===== src/rtl/eth_udp_demux_if.sv =====
// Beat-stream input and shared channel-write output bundle for eth_udp_demux.
// The master side drives the Ethernet beats and FIFO-full flags. The slave side is the demux.
interface eth_udp_demux_if #(
    parameter int unsigned NUM_CH = 3,
    parameter int unsigned CNT_W  = 32
);
    logic              eth_tvalid;
    logic              eth_tlast;
    logic [7:0]        eth_tkeep;
    logic [63:0]       eth_tdata;
    logic [NUM_CH-1:0] ch_full;

    logic [NUM_CH-1:0] ch_wr_en;
    logic [63:0]       out_tdata;
    logic [7:0]        out_tkeep;
    logic              out_tlast;
    logic              out_dvalid;
    logic [CNT_W-1:0]  cnt_rx;
    logic [CNT_W-1:0]  cnt_drop;
    logic [CNT_W-1:0]  cnt_trunc;

    modport master (
        output eth_tvalid, eth_tlast, eth_tkeep, eth_tdata, ch_full,
        input  ch_wr_en, out_tdata, out_tkeep, out_tlast, out_dvalid,
        input  cnt_rx, cnt_drop, cnt_trunc
    );

    modport slave (
        input  eth_tvalid, eth_tlast, eth_tkeep, eth_tdata, ch_full,
        output ch_wr_en, out_tdata, out_tkeep, out_tlast, out_dvalid,
        output cnt_rx, cnt_drop, cnt_trunc
    );
endinterface


===== src/rtl/eth_udp_demux.sv =====
// Ethernet/IPv4/UDP demultiplexer: filters 64-bit beat frames on EtherType/IP/UDP port
// and writes the payload to one of NUM_CH FIFO channels in stream or record mode.
module eth_udp_demux #(
    parameter logic [15:0]          ETH_PROTO = 16'h0800,
    parameter logic [31:0]          LOCAL_IP  = 32'hC0A80A01,
    parameter logic [31:0]          PEER_IP   = 32'hC0A80A03,
    parameter int unsigned          NUM_CH    = 3,
    parameter logic [NUM_CH*16-1:0] CH_PORT   = {16'h3000, 16'h4002, 16'h4001},
    parameter logic [NUM_CH*16-1:0] CH_MASK   = {16'hF000, 16'hFFFF, 16'hFFFF},
    parameter logic [NUM_CH-1:0]    CH_MODE   = 3'b011,
    parameter int unsigned          BUBBLE_N  = 4,
    parameter int unsigned          CNT_W     = 32
) (
    input logic            eth_clk,
    input logic            eth_rst,
    eth_udp_demux_if.slave bus
);
    typedef enum logic [2:0] {
        S_IDLE, S_HDR, S_STREAM, S_RECORD, S_BUBBLE, S_TRUNC, S_DRAIN
    } state_t;

    localparam logic [15:0] BUB_LAST = 16'(BUBBLE_N - 1);

    state_t            state, state_n;
    logic [2:0]        beat_idx, idx_n;
    logic              hdr_ok, ok_n;
    logic [15:0]       ip_hi, ip_hi_n;
    logic [NUM_CH-1:0] sel_oh, sel_n, match_oh;
    logic [63:0]       hold_data, hold_d_n;
    logic [7:0]        hold_keep, hold_k_n;
    logic              tl_seen, tl_n;
    logic [15:0]       bub_cnt, bub_n;
    logic              inc_rx, inc_drop, inc_trunc;
    logic              wr, wr_ok, o_last, o_dvalid;
    logic [63:0]       o_data;
    logic [7:0]        o_keep;
    logic [CNT_W-1:0]  cnt_rx_q, cnt_drop_q, cnt_trunc_q;

    logic        vld, lst, full_sel, mode_sel, seen, hdr_pass;
    logic [63:0] d;
    logic [15:0] eth_type, udp_dest;
    logic [31:0] src_ip, dst_ip;

    function automatic logic [63:0] swap_halves(input logic [63:0] x);
        return {x[31:0], x[63:32]};
    endfunction

    assign vld      = bus.eth_tvalid;
    assign lst      = bus.eth_tlast;
    assign d        = bus.eth_tdata;
    // Wire byte k of a beat sits at d[8k+7:8k]; fields are rebuilt in network order.
    assign eth_type = {d[39:32], d[47:40]};
    assign src_ip   = {d[23:16], d[31:24], d[39:32], d[47:40]};
    assign dst_ip   = {ip_hi, d[7:0], d[15:8]};
    assign udp_dest = {d[39:32], d[47:40]};
    assign full_sel = |(bus.ch_full & sel_oh);
    assign mode_sel = |(CH_MODE & sel_oh);
    assign seen     = tl_seen | (vld & lst);
    assign hdr_pass = hdr_ok && (dst_ip == LOCAL_IP) && (|match_oh);

    always_comb begin
        logic        found;
        logic [15:0] port_c;
        logic [15:0] mask_c;
        match_oh = '0;
        found    = 1'b0;
        port_c   = '0;
        mask_c   = '0;
        for (int unsigned c = 0; c < NUM_CH; c++) begin
            port_c = 16'(CH_PORT >> (c * 16));
            mask_c = 16'(CH_MASK >> (c * 16));
            if (!found && ((udp_dest & mask_c) == (port_c & mask_c))) begin
                match_oh = NUM_CH'(1) << c;
                found    = 1'b1;
            end
        end
    end

    always_comb begin
        state_n   = state;
        idx_n     = beat_idx;
        ok_n      = hdr_ok;
        ip_hi_n   = ip_hi;
        sel_n     = sel_oh;
        hold_d_n  = hold_data;
        hold_k_n  = hold_keep;
        tl_n      = tl_seen;
        bub_n     = bub_cnt;
        inc_rx    = 1'b0;
        inc_drop  = 1'b0;
        inc_trunc = 1'b0;
        wr        = 1'b0;
        o_data    = '0;
        o_keep    = '0;
        o_last    = 1'b0;
        o_dvalid  = 1'b0;
        case (state)
            S_IDLE: if (vld) begin
                inc_rx = 1'b1;
                tl_n   = 1'b0;
                ok_n   = 1'b1;
                sel_n  = '0;
                if (lst) inc_drop = 1'b1;
                else begin
                    state_n = S_HDR;
                    idx_n   = 3'd1;
                end
            end
            S_HDR: if (vld) begin
                idx_n = beat_idx + 3'd1;
                case (beat_idx)
                    3'd1: ok_n = hdr_ok && (eth_type == ETH_PROTO) && (d[55:48] == 8'h45);
                    3'd2: ok_n = hdr_ok && (d[63:56] == 8'h11);
                    3'd3: begin
                        ok_n    = hdr_ok && (src_ip == PEER_IP);
                        ip_hi_n = {d[55:48], d[63:56]};
                    end
                    3'd4: sel_n = match_oh;
                    default: ;
                endcase
                if (lst && beat_idx != 3'd5) begin
                    state_n  = S_IDLE;
                    inc_drop = 1'b1;
                end else if (beat_idx == 3'd4 && !hdr_pass) begin
                    state_n  = S_DRAIN;
                    inc_drop = 1'b1;
                end else if (beat_idx == 3'd5) begin
                    hold_d_n = d;
                    hold_k_n = bus.eth_tkeep;
                    if (mode_sel) state_n = lst ? S_IDLE : S_RECORD;
                    else if (lst) begin
                        state_n  = S_IDLE;
                        inc_drop = 1'b1;
                    end else state_n = S_STREAM;
                end
            end
            S_STREAM: if (vld) begin
                if (!full_sel) begin
                    wr       = 1'b1;
                    o_data   = swap_halves(d);
                    o_keep   = bus.eth_tkeep;
                    o_last   = lst;
                    o_dvalid = 1'b1;
                    if (lst) state_n = S_IDLE;
                end else begin
                    inc_trunc = 1'b1;
                    tl_n      = lst;
                    state_n   = S_TRUNC;
                end
            end
            S_TRUNC: begin
                tl_n = seen;
                if (!full_sel) begin
                    wr      = 1'b1;
                    o_last  = 1'b1;
                    state_n = seen ? S_IDLE : S_DRAIN;
                end
            end
            S_RECORD: begin
                tl_n = seen;
                if (!full_sel) begin
                    wr       = 1'b1;
                    o_data   = swap_halves(hold_data);
                    o_keep   = hold_keep;
                    o_last   = 1'b1;
                    o_dvalid = 1'b1;
                    bub_n    = '0;
                    if (BUBBLE_N == 0) state_n = seen ? S_IDLE : S_DRAIN;
                    else state_n = S_BUBBLE;
                end else begin
                    inc_trunc = 1'b1;
                    state_n   = seen ? S_IDLE : S_DRAIN;
                end
            end
            S_BUBBLE: begin
                tl_n = seen;
                if (!full_sel) begin
                    wr     = 1'b1;
                    o_data = swap_halves(hold_data);
                    o_keep = hold_keep;
                    if (bub_cnt == BUB_LAST) state_n = seen ? S_IDLE : S_DRAIN;
                    else bub_n = bub_cnt + 16'd1;
                end
            end
            S_DRAIN: if (vld && lst) state_n = S_IDLE;
            default: state_n = S_IDLE;
        endcase
    end

    always_ff @(posedge eth_clk) begin
        if (eth_rst) begin
            state       <= S_IDLE;
            beat_idx    <= '0;
            hdr_ok      <= 1'b0;
            ip_hi       <= '0;
            sel_oh      <= '0;
            hold_data   <= '0;
            hold_keep   <= '0;
            tl_seen     <= 1'b0;
            bub_cnt     <= '0;
            cnt_rx_q    <= '0;
            cnt_drop_q  <= '0;
            cnt_trunc_q <= '0;
        end else begin
            state     <= state_n;
            beat_idx  <= idx_n;
            hdr_ok    <= ok_n;
            ip_hi     <= ip_hi_n;
            sel_oh    <= sel_n;
            hold_data <= hold_d_n;
            hold_keep <= hold_k_n;
            tl_seen   <= tl_n;
            bub_cnt   <= bub_n;
            if (inc_rx && cnt_rx_q != '1)       cnt_rx_q    <= cnt_rx_q + CNT_W'(1);
            if (inc_drop && cnt_drop_q != '1)   cnt_drop_q  <= cnt_drop_q + CNT_W'(1);
            if (inc_trunc && cnt_trunc_q != '1) cnt_trunc_q <= cnt_trunc_q + CNT_W'(1);
        end
    end

    // Reset must silence the write port even while the state register still holds a frame.
    assign wr_ok          = wr & ~eth_rst;
    assign bus.ch_wr_en   = wr_ok ? sel_oh : '0;
    assign bus.out_tdata  = wr_ok ? o_data : '0;
    assign bus.out_tkeep  = wr_ok ? o_keep : '0;
    assign bus.out_tlast  = wr_ok & o_last;
    assign bus.out_dvalid = wr_ok & o_dvalid;
    assign bus.cnt_rx     = cnt_rx_q;
    assign bus.cnt_drop   = cnt_drop_q;
    assign bus.cnt_trunc  = cnt_trunc_q;
endmodule


===== src/flat_wrapper.sv =====
// flat-port wrapper written by rule: the top's interface ports become plain ports
module eth_udp_demux_flat 
#(
    parameter logic [15:0]          ETH_PROTO = 16'h0800,
    parameter logic [31:0]          LOCAL_IP  = 32'hC0A80A01,
    parameter logic [31:0]          PEER_IP   = 32'hC0A80A03,
    parameter int unsigned          NUM_CH    = 3,
    parameter logic [NUM_CH*16-1:0] CH_PORT   = {16'h3000, 16'h4002, 16'h4001},
    parameter logic [NUM_CH*16-1:0] CH_MASK   = {16'hF000, 16'hFFFF, 16'hFFFF},
    parameter logic [NUM_CH-1:0]    CH_MODE   = 3'b011,
    parameter int unsigned          BUBBLE_N  = 4,
    parameter int unsigned          CNT_W     = 32
)
  (eth_clk, eth_rst, bus_eth_tvalid, bus_eth_tlast, bus_eth_tkeep, bus_eth_tdata, bus_ch_full, bus_ch_wr_en, bus_out_tdata, bus_out_tkeep, bus_out_tlast, bus_out_dvalid, bus_cnt_rx, bus_cnt_drop, bus_cnt_trunc);
  eth_udp_demux_if #(.NUM_CH(NUM_CH), .CNT_W(CNT_W)) bus_i ();
  input logic eth_clk;
  input logic eth_rst;
  input wire logic [$bits(bus_i.eth_tvalid)-1:0] bus_eth_tvalid;
  input wire logic [$bits(bus_i.eth_tlast)-1:0] bus_eth_tlast;
  input wire logic [$bits(bus_i.eth_tkeep)-1:0] bus_eth_tkeep;
  input wire logic [$bits(bus_i.eth_tdata)-1:0] bus_eth_tdata;
  input wire logic [$bits(bus_i.ch_full)-1:0] bus_ch_full;
  output wire logic [$bits(bus_i.ch_wr_en)-1:0] bus_ch_wr_en;
  output wire logic [$bits(bus_i.out_tdata)-1:0] bus_out_tdata;
  output wire logic [$bits(bus_i.out_tkeep)-1:0] bus_out_tkeep;
  output wire logic [$bits(bus_i.out_tlast)-1:0] bus_out_tlast;
  output wire logic [$bits(bus_i.out_dvalid)-1:0] bus_out_dvalid;
  output wire logic [$bits(bus_i.cnt_rx)-1:0] bus_cnt_rx;
  output wire logic [$bits(bus_i.cnt_drop)-1:0] bus_cnt_drop;
  output wire logic [$bits(bus_i.cnt_trunc)-1:0] bus_cnt_trunc;
  assign bus_i.eth_tvalid = bus_eth_tvalid;
  assign bus_i.eth_tlast = bus_eth_tlast;
  assign bus_i.eth_tkeep = bus_eth_tkeep;
  assign bus_i.eth_tdata = bus_eth_tdata;
  assign bus_i.ch_full = bus_ch_full;
  assign bus_ch_wr_en = bus_i.ch_wr_en;
  assign bus_out_tdata = bus_i.out_tdata;
  assign bus_out_tkeep = bus_i.out_tkeep;
  assign bus_out_tlast = bus_i.out_tlast;
  assign bus_out_dvalid = bus_i.out_dvalid;
  assign bus_cnt_rx = bus_i.cnt_rx;
  assign bus_cnt_drop = bus_i.cnt_drop;
  assign bus_cnt_trunc = bus_i.cnt_trunc;
  eth_udp_demux #(.ETH_PROTO(ETH_PROTO), .LOCAL_IP(LOCAL_IP), .PEER_IP(PEER_IP), .NUM_CH(NUM_CH), .CH_PORT(CH_PORT), .CH_MASK(CH_MASK), .CH_MODE(CH_MODE), .BUBBLE_N(BUBBLE_N), .CNT_W(CNT_W)) u_core (.eth_clk(eth_clk), .eth_rst(eth_rst), .bus(bus_i));
endmodule

===== config.mk =====
export PLATFORM = sky130hd
export DESIGN_NAME = eth_udp_demux_flat
export DESIGN_NICKNAME = d
export VERILOG_FILES = /design/src/rtl/eth_udp_demux_if.sv /design/src/rtl/eth_udp_demux.sv /design/src/flat_wrapper.sv
export SDC_FILE = /design/constraint.sdc
export NUM_CORES = 1
export LEC_CHECK = 0
export CAP_MARGIN = 10
export CORE_UTILIZATION = 55
export CTS_BUF_LIST = sky130_fd_sc_hd__clkbuf_8
export CTS_CLUSTER_SIZE = 12
export DETAILED_ROUTE_END_ITERATION = 6
export PLACE_DENSITY = 0.88
export SYNTH_ARGS = -nofsm -noshare
export SYNTH_HDL_FRONTEND = slang
export SYNTH_SLANG_ARGS = --single-unit

===== constraint.sdc =====
create_clock -name eth_clk -period 5.8 [get_ports eth_clk]
set_clock_uncertainty 0.15 [all_clocks]
set_input_delay 1.45 -clock eth_clk [delete_from_list [all_inputs] [get_ports eth_clk]]
set_output_delay 1.45 -clock eth_clk [all_outputs]
set_load 0.03 [all_outputs]

==> results of run 1 <==
[logic make-up after synthesis]
group	after synthesis	synth area share [%]
AOI/OAI and AO/OA	271	16.4
and+or+nand+nor	658	30.2
buffers and inverters	99	4.17
adders and majority gates	9	1.09
DFF	211	40.9
xor gates and xnor gates	77	6.53
muxes	7	0.726
[worst max-delay path, delay by kind of cell]
kind,cells,cell delay (ns)
AO/OA/AOI/OAI,1,0.19
buffers and inverters,2,1.09
AND/OR/NAND/NOR,3,0.93
[final cells by class]
| cell class | instances | area, um2 |
|---|---|---|
| well taps | 229 | 287 |
| multi-input cells | 1022 | 5700 |
| clock inverters | 18 | 108 |
| flip-flops and latches | 211 | 4220 |
| repair buffers | 265 | 2460 |
| fillers | 1396 | 4760 |
| clock buffers | 44 | 606 |
| inverters | 18 | 67.6 |
[power by group through the flow]
| stage | Combinational, mW | Clock [mW] | Sequential [mW] |
|---|---|---|---|
| floorplan | 0.163 | 0 | 1.51 |
| global placement | 0.293 | 0 | 1.52 |
| detailed placement | 0.296 | 0 | 1.52 |
| CTS | 0.299 | 1.35 | 1.48 |
| global route | 0.324 | 1.42 | 1.49 |
| finish | 0.303 | 1.33 | 1.49 |
[layout by cell type (no fill, tap or decap), drive strengths merged, types with 8 or more instances in the layout]
| master | n |
|---|---|
| nand2 | 246 |
| dfxtp | 211 |
| nor2 | 189 |
| clkdlybuf4s50 | 177 |
| a21oi | 130 |
| buf | 88 |
| a22oi | 74 |
| xor2 | 54 |
| clkbuf | 44 |
| nand3 | 38 |
| o21ai | 33 |
| nand4 | 30 |
| inv | 30 |
| nor3 | 23 |
| xnor2 | 23 |
| and3 | 21 |
| or3 | 21 |
| and4 | 20 |
| nor4 | 16 |
| and2 | 9 |
| nor4b | 9 |
| or4 | 9 |
| ha | 9 |
| nor2b | 8 |
[routing by layer]
metal	share of wire [%]	track usage (%)
met5	0	0
met4	2.5	9.77
met3	8.9	7.32
met2	47	48.7
met1	41	36.1
[registers in the layout, indices dropped and copies added, names as in the netlist, 3 cells and up]
name,flops
u_core.beat_idx,3
u_core.bub_cnt,16
u_core.bus.cnt_drop,32
u_core.bus.cnt_rx,32
u_core.bus.cnt_trunc,32
u_core.hold_data,64
u_core.hold_keep,8
u_core.ip_hi,16
u_core.sel_oh,3
u_core.state,3
[worst max path at each step]
stage	from	endpoint	slack, ns	depth (start not counted)
floorplan	bus_ch_full[0]	bus_out_tdata[0]	0.82	7
global placement	bus_eth_tvalid	bus_out_tlast	0.62	7
detailed placement	bus_ch_full[0]	bus_ch_wr_en[1]	0.54	6
CTS	bus_ch_full[0]	bus_ch_wr_en[1]	0.55	6
global route	bus_ch_full[0]	bus_out_tdata[23]	0.35	8
finish	bus_ch_full[0]	bus_ch_wr_en[1]	0.54	6
==> results, run 1 <==
- The worst min-delay path category is reg -> reg.
- Power spread over the standard cell area amounts to 232 mW/mm2.
- For this run, the number of Yosys warnings is 0.
- The total clock buffers created by CTS is 35.
- The net count of the finished layout is 1641.
- Counting stages on the worst path, the most repeated cell is clkdlybuf4s50_1.
- The total negative setup slack is 0 ns.
- In this run switching power makes up 25.8% of total power.
- The starting utilization of the core area is between 50% and 60%.
- Counting every net in the synthesized netlist gives between 1000 and 1500.
- The horizontal die dimension is approximately 140 um.
- The dominant synthesized flop cell is dfxtp_1.
- The register bit count reported by yosys is roughly 210.
- The height of the die is ~140 um.
- For this design, the sink count on the clock tree is between 200 and 250.
- The overall overflow remaining after global route is 0.
- The worst hold path depth is 2.
- Cells fill 73.9% of the core in the end.
- The largest area contributor in the netlist is dfxtp_1.
- With fillers left out, the area of the finished cells amounts to 0.0134 mm2.
- The total of cells resized after clock tree synthesis is 0.
- The number of cell rows is a little under 50.
- The worst register-to-register path ends at u_core.hold_data[54].
- Traced cell by cell, the critical path runs through clkdlybuf4s50_1, a22oi_1, nand2_1, nor3_1, and2_1, clkdlybuf4s50_1.
- The detailed placer's ending HPWL is 19600 um.
- The data arrival time of the critical path is between 3 and 4 ns.
- Summed over all cells, the static leakage comes to between 4 and 5 nW.
- Entering global routing, the biggest net connects about 110 pins.
- The largest fanout on the critical path is 6.
- Port buffering added 251 buffers.
- The routed design has between 20000 and 30000 um of wire.
- The largest buffer count on any clock path is 3.
- The CTS tree is built.
- Of the cells placed in the final design, the portion with a size suffix greater than 1 is approximately a tenth.
- The number of cells on the worst reg-to-reg path is 8.
- Setup slack closes at 0.540 ns.
- After detailed routing, the number of remaining DRC violations is 31.
- In the finished design, the share of the clock period the worst path needs comes to 90.7%.
- The number of instances in the synthesized netlist is approximately 1300.
- The net switching component of the power is approximately 0.8 mW.
- The worst-case headroom to the max-slew limit is between 20% and 30%.
- The final instance count without filler cells is 1807.
- The I/O pin total is 252.
- Ranked by total cell area, the synthesized netlist is headed by dfxtp_1 (41%), nand2_1 (8.9%), nor2_1 (6.9%).
- Setup repair after global routing left no endpoint under its margin.
- nand2_1 is the most common cell in the netlist.
- The total internal power is roughly 2.3 mW.
- The startpoint identified for the worst register-to-register timing path is u_core.ip_hi[15].
- The sequential element share of the synthesized area is about two fifths.
- The number of design-rule violations left by the first detailed-router iteration is between 800 and 900.
- The cell count after placement is around 1700.
- The via total after detailed routing is 10505.
- Before CTS, the worst setup slack after placement is between 0.5 and 0.6 ns.
- The fraction of registers with async set or reset after synthesis is 0%.
- The number of hold buffers added after CTS was 0.
- The combinational fraction of design power is roughly 9.7%.
- On the final layout, the worst hold slack is approximately 0.30 ns.
- The register clock-pin slew on the reported worst setup and hold paths is ~0.050 ns.
- Dividing the detail-routed via count by the number of cells gives between 5 and 6.
- Dividing the detail-routed wire length by the instance count gives roughly 16 um.
- The number of antenna diodes in the final layout is 0.
- The power share of the sequential group is 47.7%.
- The critical-path cell with the highest stage delay is clkdlybuf4s50_1.
- The placeable core area is ~0.018 mm2.
- The end point of the worst hold path is u_core.ip_hi[12].
- The number of global-route vias before repair is roughly 9600.
- The count of endpoints failing setup in the final report is 0.
- The number of failing hold endpoints at the final stage is 0.
- The congestion estimate from routability-driven global placement came to slightly below 0.9.
- The count of TritonRoute iterations in the first routing pass is 7.
- The post-CTS setup buffer count is 0.
- Data on the critical path is required at its endpoint by roughly 4.2 ns.
- The critical setup path kind is in -> out.
- The cell sitting at the root of the clock tree is a clkbuf_8.
- The total power draw is between 3 and 4 mW.
- The count of flip-flops with a built-in enable after synthesis is 0.
- The total of max-cap violations is 0.
- The clock period could shrink to around 5.3 ns.
- The number of unique standard cell types used by synthesis is 63.
- The run finished, with violations left.
- The worst setup path is launched from an input port.
- The minimum setup slack among reg-to-reg paths is ~2.7 ns.
- The floorplan step defined a die boundary enclosing between 0.015 and 0.02 mm2.
- The later-pin clock latency in the skew report is roughly 0.53 ns.
- The final max-slew violation count was 0.
- The number of antenna violations at the first check in global routing is 0.
- The worst-margin pin slew is 1.08 ns.
- The maximum clock frequency is 190 MHz.
- The post-synth design cell area is 0.0103 mm2.
- The checks that failed: design-rule violations.
- The H-tree depth is 2.
- The endpoint class of the critical path is a primary output.
- The peak supply drop is approximately 0.19 mV.
- The instance area at placement is roughly 0.013 mm2.
- The largest single stage delay on the critical path is 0.67 ns.
- Once detail routing completed, the nets flagged for antenna violations numbered 0.
- After synthesis, the mean cell area works out to 7.76 um2.
- The wire length of the first global-routing pass is 46800 um.
- The top cell type by area accounts for 40.9% of the synthesized area.
- The total track usage is approximately 29%.
- Ranked by instance count, the synthesized netlist is headed by nand2_1 (245), dfxtp_1 (211), nor2_1 (189), a21oi_1 (130), a22oi_1 (74).
- The beginning of the worst hold path is u_core.ip_hi[12].
- The share of total power in the clock network is between 40% and 50%.
- Relative to the synthesized area, the layout overhead comes to 30.1%.
Note: power is estimated with default switching activity, not from simulation.
==> run 2, diff against run 1 <==
--- a/config.mk
+++ b/config.mk
@@ -11,6 +11,7 @@
 export CTS_CLUSTER_SIZE = 12
 export DETAILED_ROUTE_END_ITERATION = 6
 export PLACE_DENSITY = 0.88
+export REMOVE_ABC_BUFFERS = 1
 export SYNTH_ARGS = -nofsm -noshare
 export SYNTH_HDL_FRONTEND = slang
 export SYNTH_SLANG_ARGS = --single-unit
==> results, run 2 (synthesis results as in run 1) <==
- The total power draw came to 3.12 mW (about the same).
- The average vias per placed instance is 5.77 (was 5.81).
- The DRC violation count after routing is 24 (was 31).
- The register clock-pin slew on the reported worst setup and hold paths is 0.06 ns (was 0.05 ns).
- The minimum setup slack among reg-to-reg paths was 2.70 ns (was 2.73 ns).
- The endpoint of the worst register-to-register path is u_core.bus.cnt_drop[15] (was u_core.hold_data[54]).
- The number of fill cells in the layout was 1369 (was 1396).
- The worst path buffer plus inverter count came to 3 (was 2).
- The worst-margin pin slew was 0.983 ns (was 1.08 ns).
- The critical-path cell with the highest stage delay is nor3_1 (was clkdlybuf4s50_1).
- The final critical path time including I/O delays and setup was 5.25 ns (was 5.26 ns).
- The number of global-route vias before repair was 9366 (was 9554).
- The final instance count without filler cells was 1804 (was 1807).
- Highest-count cells in the layout ignoring fill and taps: nand2_1 (244), dfxtp_1 (211), nor2_1 (189) (unchanged).
- The total track usage came to 28.7% (was 28.9%).
- The most frequent standard cell in the layout excluding fill and tap cells is nand2_1 (unchanged).
- The total of cells resized after clock tree synthesis was 0 (unchanged).
- The count of nets after finishing is 1638 (was 1641).
- The static leakage is 4.59 nW (was 4.60 nW).
- The worst stage delay on the critical path is 0.48 ns (was 0.67 ns).
- The largest fanout on the critical path is 72 (was 6).
- The final worst-path setup slack was 0.547 ns (was 0.540 ns).
- The share of total power in the clock network is 42.8% (was 42.6%).
- The count of TritonRoute iterations in the first routing pass is 7 (unchanged).
- The wire length per cell after detailed routing is 15.9 um (was 16.0 um).
- The worst-case headroom to the max-slew limit is 34.5% (was 27.8%).
- The origin of the critical flop-to-flop path is u_core.state[0] (was u_core.ip_hi[15]).
- The switching fraction of total power came to 25.6% (was 25.8%).
- The net switching component of the power is 0.798 mW (was 0.803 mW).
- The number of antenna violations at the first check in global routing was 0 (unchanged).
- The total clock buffers created by CTS is 36 (was 35).
- The post-CTS setup buffer count is 0 (unchanged).
- The worst reg-to-reg path cell count is 7 (was 8).
- The number of flip-flops under the largest register name came to 64 (unchanged).
- The count of nets left with antenna violations after detail routing is 0 (unchanged).
- The number of clock sinks came to 211 (unchanged).
- The number of cell rows is 49 (unchanged).
- The family of cells with the greatest summed delay on the critical path was simple AND/OR/NAND/NOR gates (was buffers and inverters).
- Run status: complete, but fails checks (unchanged).
- The overall overflow remaining after global route is 0 (unchanged).
- The combinational fraction of design power came to 9.6% (was 9.7%).
- The CTS tree is built (unchanged).
- The detailed placer's ending HPWL is 19000 um (was 19600 um).
- The register ranked first by flip-flop count is u_core.hold_data (unchanged).
- The starting utilization of the core area is 56.8% (unchanged).
- The total of max-cap violations is 0 (unchanged).
- The critical setup path kind is in -> out (unchanged).
- The cell count after placement is 1741 (was 1745).
- The final design utilization is 73.9% (about the same).
- Violated checks: design-rule violations (unchanged).
- The height of the die is 139 um (unchanged).
- The total internal power is 2.32 mW (was 2.31 mW).
- The number of I/O port buffers was 251 (unchanged).
- The power share of the sequential group is 47.6% (was 47.7%).
- The signed area change from the synthesized netlist to the final layout came to 30.2% (was 30.1%).
- The number of failing hold endpoints at the final stage is 0 (unchanged).
- The instance area at placement is 0.0127 mm2 (about the same).
- The later-pin clock latency in the skew report was 0.53 ns (about the same).
- The power per unit of standard cell area was 232 mW/mm2 (about the same).
- The count of endpoints failing setup in the final report came to 0 (unchanged).
- The beginning of the worst hold path is u_core.hold_data[30] (was u_core.ip_hi[12]).
- The placer's final routability congestion estimate came to 0.839 (was 0.881).
- The total length of routed wires is 28700 um (was 29000 um).
- The endpoint class of the critical path is a primary output (unchanged).
- The worst min-delay path category is reg -> reg (unchanged).
- The via total after detailed routing was 10407 (was 10505).
- The share of post-route cells with drive strength above 1 came to 9.65% (was 9.95%).
- The I/O pin total is 252 (unchanged).
- The horizontal die dimension was 139 um (unchanged).
- The final-layout worst hold slack was 0.303 ns (was 0.302 ns).
- The data arrival time of the critical path was 3.65 ns (was 3.66 ns).
- Setup repair after global routing missed its margin: false (unchanged).
- The peak supply drop is 0.188 mV (was 0.193 mV).
- The final max-slew violation count is 0 (unchanged).
- The first element of the critical path was bus_ch_full[0] (unchanged).
- The placement-stage worst setup slack is 0.586 ns (was 0.543 ns).
- The timing endpoint of the critical path was bus_out_tdata[25] (was bus_ch_wr_en[1]).
- Cells along the critical path: clkdlybuf4s50_1, a22oi_1, nand2_1, nor3_1, nand2_2, buf_4, nor2_1, buf_4 (was clkdlybuf4s50_1, a22oi_1, nand2_1, nor3_1, and2_1, clkdlybuf4s50_1).
- The count of cell instances traversed by the critical path is 8 (was 6).
- The nature of the critical path startpoint is an input port (unchanged).
- The data required time at the worst endpoint is 4.20 ns (about the same).
- The total inserted antenna cells is 0 (unchanged).
- The cell at the root of the clock tree is clkbuf_8 (unchanged).
- The total negative setup slack is 0 ns (unchanged).
- The pin count of the biggest net entering global routing was 93 (was 106).
- The maximum clock frequency came to 190 MHz (about the same).
- The wire length of the first global-routing pass was 46300 um (was 46800 um).
- The placeable core area is 0.0182 mm2 (unchanged).
- The number of design-rule violations left by the first detailed-router iteration came to 814 (was 896).
- The post-route cell area is 0.0135 mm2 (was 0.0134 mm2).
- The largest buffer count on any clock path came to 3 (unchanged).
- The dominant cell type by count on the critical path is buf_4 (was clkdlybuf4s50_1).
- The share of the clock period used by the worst path after layout was 90.6% (was 90.7%).
- The number of hold buffers added after cts is 0 (unchanged).
- The H-tree depth is 2 (unchanged).
- The die outline area was 0.0193 mm2 (unchanged).
## run 2: changes by cell type in the layout (fill, tap and decap cells not counted), sizes merged
cell / previous run / this run
clkinv: 4 / 2
inv: 30 / 31
clkinvlp: 1 / 2
clkbuf: 44 / 45
buf: 88 / 84
## run 2: routing by layer
layer	up-vias	share of wire [%]	GRT usage (%)	wire, um
li1	5095	-	-	-
met1	4863	42	36.9	12100
met2	404	48	48.4	13800
met3	45	8.0	6.04	2290
met4	0	1.7	8.36	499
met5	-	0	0	0
## run 2: worst min-delay path by stage
stage / depth (start not counted) / to / slack [ns]
2_1_floorplan: 2 / u_core.ip_hi[3] / 0.28
3_3_place_gp: 2 / u_core.ip_hi[15] / 0.29
3_5_place_dp: 2 / u_core.ip_hi[3] / 0.30
4_1_cts: 2 / u_core.hold_data[33] / 0.30
5_1_grt: 2 / u_core.hold_data[63] / 0.32
6_report: 2 / u_core.hold_data[30] / 0.30
## run 2: cell type report
type | instances | area (um2) | share of cell area (%)
clock inverters | 18 | 104 | 0.772
multi-input cells | 1022 | 5700 | 42.3
inverters | 18 | 67.6 | 0.502
repair buffers | 261 | 2460 | 18.3
flip-flops and latches | 211 | 4220 | 31.4
well taps | 229 | 287 | 2.13
clock buffers | 45 | 619 | 4.60
## run 2: power by group through the flow
stage / registers [mW] / clock network [mW] / logic [mW]
final: 1.49 / 1.33 / 0.299
after global routing: 1.49 / 1.43 / 0.324
after CTS: 1.48 / 1.36 / 0.296
after detailed placement: 1.52 / 0 / 0.294
after global placement: 1.52 / 0 / 0.290
after floorplan: 1.52 / 0 / 0.129
## run 2: worst register-to-register path, stage by stage, from the launching register on
cell and delay [ns]:
dfxtp_1 0.69, and4bb_2 0.43, a32o_2 0.25, o2111ai_1 0.14, a41oi_2 0.33, nand2_1 0.33, or4_1 0.56, a21oi_1 0.15
==> run 3, diff against run 2 <==
--- a/config.mk
+++ b/config.mk
@@ -6,12 +6,13 @@
 export NUM_CORES = 1
 export LEC_CHECK = 0
 export CAP_MARGIN = 10
-export CORE_UTILIZATION = 55
-export CTS_BUF_LIST = sky130_fd_sc_hd__clkbuf_8
+export CORE_UTILIZATION = 54
+export CTS_BUF_LIST = sky130_fd_sc_hd__clkbuf_4 sky130_fd_sc_hd__clkbuf_8 sky130_fd_sc_hd__clkbuf_16
 export CTS_CLUSTER_SIZE = 12
 export DETAILED_ROUTE_END_ITERATION = 6
-export PLACE_DENSITY = 0.88
+export PLACE_DENSITY = 0.86
 export REMOVE_ABC_BUFFERS = 1
+export SLEW_MARGIN = 15
 export SYNTH_ARGS = -nofsm -noshare
 export SYNTH_HDL_FRONTEND = slang
 export SYNTH_SLANG_ARGS = --single-unit
==> results, run 3 (synthesis results as in run 1) <==
- Run status: finished, final reports clean (was complete, but fails checks).
- The post-CTS setup buffer count came to 0 (unchanged).
- The peak supply drop is 0.210 mV (was 0.188 mV).
- The horizontal die dimension came to 140 um (was 139 um).
- The total of cells resized after clock tree synthesis is 0 (unchanged).
- The number of global-route vias before repair is 9478 (was 9366).
- The static leakage came to 4.59 nW (about the same).
- The H-tree depth came to 1 (was 2).
- The family of cells with the greatest summed delay on the critical path is buffers and inverters (was simple AND/OR/NAND/NOR gates).
- The maximum clock frequency is 192 MHz (was 190 MHz).
- The combinational fraction of design power came to 9.4% (was 9.6%).
- The total length of routed wires is 28300 um (was 28700 um).
- The top routing layer in use is met4 (unchanged).
- The total of max-cap violations is 0 (unchanged).
- Cells along the critical path: clkdlybuf4s50_1, a222oi_1, and4_2, buf_12, a22oi_1, nor2_1, buf_4 (was clkdlybuf4s50_1, a22oi_1, nand2_1, nor3_1, nand2_2, buf_4, nor2_1, buf_4).
- The detailed placer's ending HPWL was 19500 um (was 19000 um).
- The worst-case headroom to the max-slew limit was 44.7% (was 34.5%).
- The count of nets after finishing came to 1630 (was 1638).
- The starting utilization of the core area is 55.2% (was 56.8%).
- The placeable core area is 0.0187 mm2 (was 0.0182 mm2).
- The pin count of the biggest net entering global routing is 79 (was 93).
- The total track usage came to 27.8% (was 28.7%).
- The later-pin clock latency in the skew report came to 0.50 ns (was 0.53 ns).
- The final critical path time including I/O delays and setup is 5.21 ns (was 5.25 ns).
- The CTS tree is built (unchanged).
- The count of TritonRoute iterations in the first routing pass is 5 (was 7).
- The DRC violation count after routing is 0 (was 24).
- The wire length of the first global-routing pass is 46000 um (was 46300 um).
- The final max-slew violation count is 0 (unchanged).
- The worst min-delay path category is reg -> reg (unchanged).
- The average vias per placed instance is 5.76 (was 5.77).
- The count of nets left with antenna violations after detail routing is 0 (unchanged).
- The wire length the detailed router placed on met1 was 12400 um (was 12100 um).
- The register ranked first by flip-flop count was u_core.hold_data (unchanged).
- The most frequent standard cell in the layout excluding fill and tap cells was nand2_1 (unchanged).
- The largest fanout on the critical path is 35 (was 72).
- The number of cell rows is 50 (was 49).
- Highest-count cells in the layout ignoring fill and taps: nand2_1 (244), dfxtp_1 (211), nor2_1 (189) (unchanged).
- The share of total power in the clock network is 45.0% (was 42.8%).
- The signed area change from the synthesized netlist to the final layout came to 31.2% (was 30.2%).
- The critical setup path kind is in -> out (unchanged).
- The number of design-rule violations left by the first detailed-router iteration came to 662 (was 814).
- The number of failing hold endpoints at the final stage came to 0 (unchanged).
- The I/O pin total is 252 (unchanged).
- The minimum setup slack among reg-to-reg paths is 2.70 ns (about the same).
- The total inserted antenna cells was 0 (unchanged).
- The endpoint class of the critical path is a primary output (unchanged).
- The final instance count without filler cells is 1790 (was 1804).
- The net switching component of the power is 0.763 mW (was 0.798 mW).
- The critical-path cell with the highest stage delay was and4_2 (was nor3_1).
- The largest buffer count on any clock path came to 3 (unchanged).
- The final worst-path setup slack is 0.588 ns (was 0.547 ns).
- The height of the die is 140 um (was 139 um).
- The share of the clock period used by the worst path after layout is 89.9% (was 90.6%).
- The data arrival time of the critical path is 3.61 ns (was 3.65 ns).
- The number of hold buffers added after cts is 0 (unchanged).
- The placement-stage worst setup slack is 0.605 ns (was 0.586 ns).
- The total clock buffers created by CTS is 23 (was 36).
- The number of flip-flops under the largest register name is 64 (unchanged).
- The power per unit of standard cell area was 240 mW/mm2 (was 232 mW/mm2).
- The overall overflow remaining after global route came to 0 (unchanged).
- The cell at the root of the clock tree was clkbuf_16 (was clkbuf_8).
- The register clock-pin slew on the reported worst setup and hold paths is 0.06 ns (about the same).
- The cell count after placement is 1751 (was 1741).
- The routed length on met3 is 1820 um (was 2290 um).
- The worst-margin pin slew came to 0.829 ns (was 0.983 ns).
- The switching fraction of total power was 23.5% (was 25.6%).
- The via total after detailed routing came to 10317 (was 10407).
- The total internal power was 2.49 mW (was 2.32 mW).
- The count of endpoints failing setup in the final report is 0 (unchanged).
- The data required time at the worst endpoint came to 4.20 ns (about the same).
- The die outline area is 0.0197 mm2 (was 0.0193 mm2).
- The placer's final routability congestion estimate is 0.867 (was 0.839).
- The worst path buffer plus inverter count was 3 (unchanged).
- The nature of the critical path startpoint is an input port (unchanged).
- The number of I/O port buffers is 251 (unchanged).
- The wire length per cell after detailed routing is 15.8 um (was 15.9 um).
- The total negative setup slack is 0 ns (unchanged).
- The number of clock sinks was 211 (unchanged).
- Setup repair after global routing missed its margin: false (unchanged).
- The worst stage delay on the critical path is 0.56 ns (was 0.48 ns).
- The share of post-route cells with drive strength above 1 came to 9.38% (was 9.65%).
- The number of antenna violations at the first check in global routing was 0 (unchanged).
- The routed length on met2 came to 13400 um (was 13800 um).
- The power share of the sequential group is 45.7% (was 47.6%).
-- run 3: layout make-up --
| class | instances | area (um2) |
|---|---|---|
| fill | 1450 | 5140 |
| sequential | 211 | 4220 |
| clock buffer | 34 | 683 |
| inverter | 18 | 67.6 |
| tap | 234 | 293 |
| clock inverter | 5 | 78.8 |
| multi-input combinational | 1022 | 5700 |
| timing repair buffer | 266 | 2520 |
-- run 3: power by group through the flow --
stage	sequential, mW	clock [mW]	combinational [mW]
2_1_floorplan	1.52	0	0.129
3_3_place_gp	1.51	0	0.297
3_5_place_dp	1.52	0	0.300
4_1_cts	1.48	1.48	0.302
5_1_grt	1.49	1.54	0.332
6_report	1.48	1.46	0.304
-- run 3: worst paths after layout --
check                       start                       to  depth (start not counted)
setup / recovery   bus_ch_full[0]        bus_out_tdata[42]                          7
hold reg to reg   u_core.ip_hi[5]          u_core.ip_hi[5]                          2
hold / removal    u_core.ip_hi[5]          u_core.ip_hi[5]                          2
setup reg to reg  u_core.ip_hi[0]  u_core.bus.cnt_drop[27]                          7
-- run 3: layer usage --
layer / global-route usage (%) / vias up
li1: - / 5077
met1: 36.5 / 4824
met2: 47.9 / 366
met3: 3.76 / 50
met4: 7.69 / 0
met5: 0 / -
-- run 3: through the flow --
stage	power, mW	hold WS (ns)	util (%)	cell area [um2]
2_1_floorplan	1.65	0.275	-	9970
5_1_grt	3.36	0.318	72.5	13600
4_1_cts	3.27	0.303	72.5	13600
3_5_place_dp	1.82	0.295	68.4	12800
6_report	3.25	0.304	72.5	13600
3_3_place_gp	1.81	0.290	68.4	12800
-- run 3: tightest hold or removal path, delay by kind of cell (launching register included) --
kind             cells  cell delay, ns
AND/OR/NAND/NOR      1            0.05
AO/OA/AOI/OAI        1            0.05
flip-flops           1            0.30
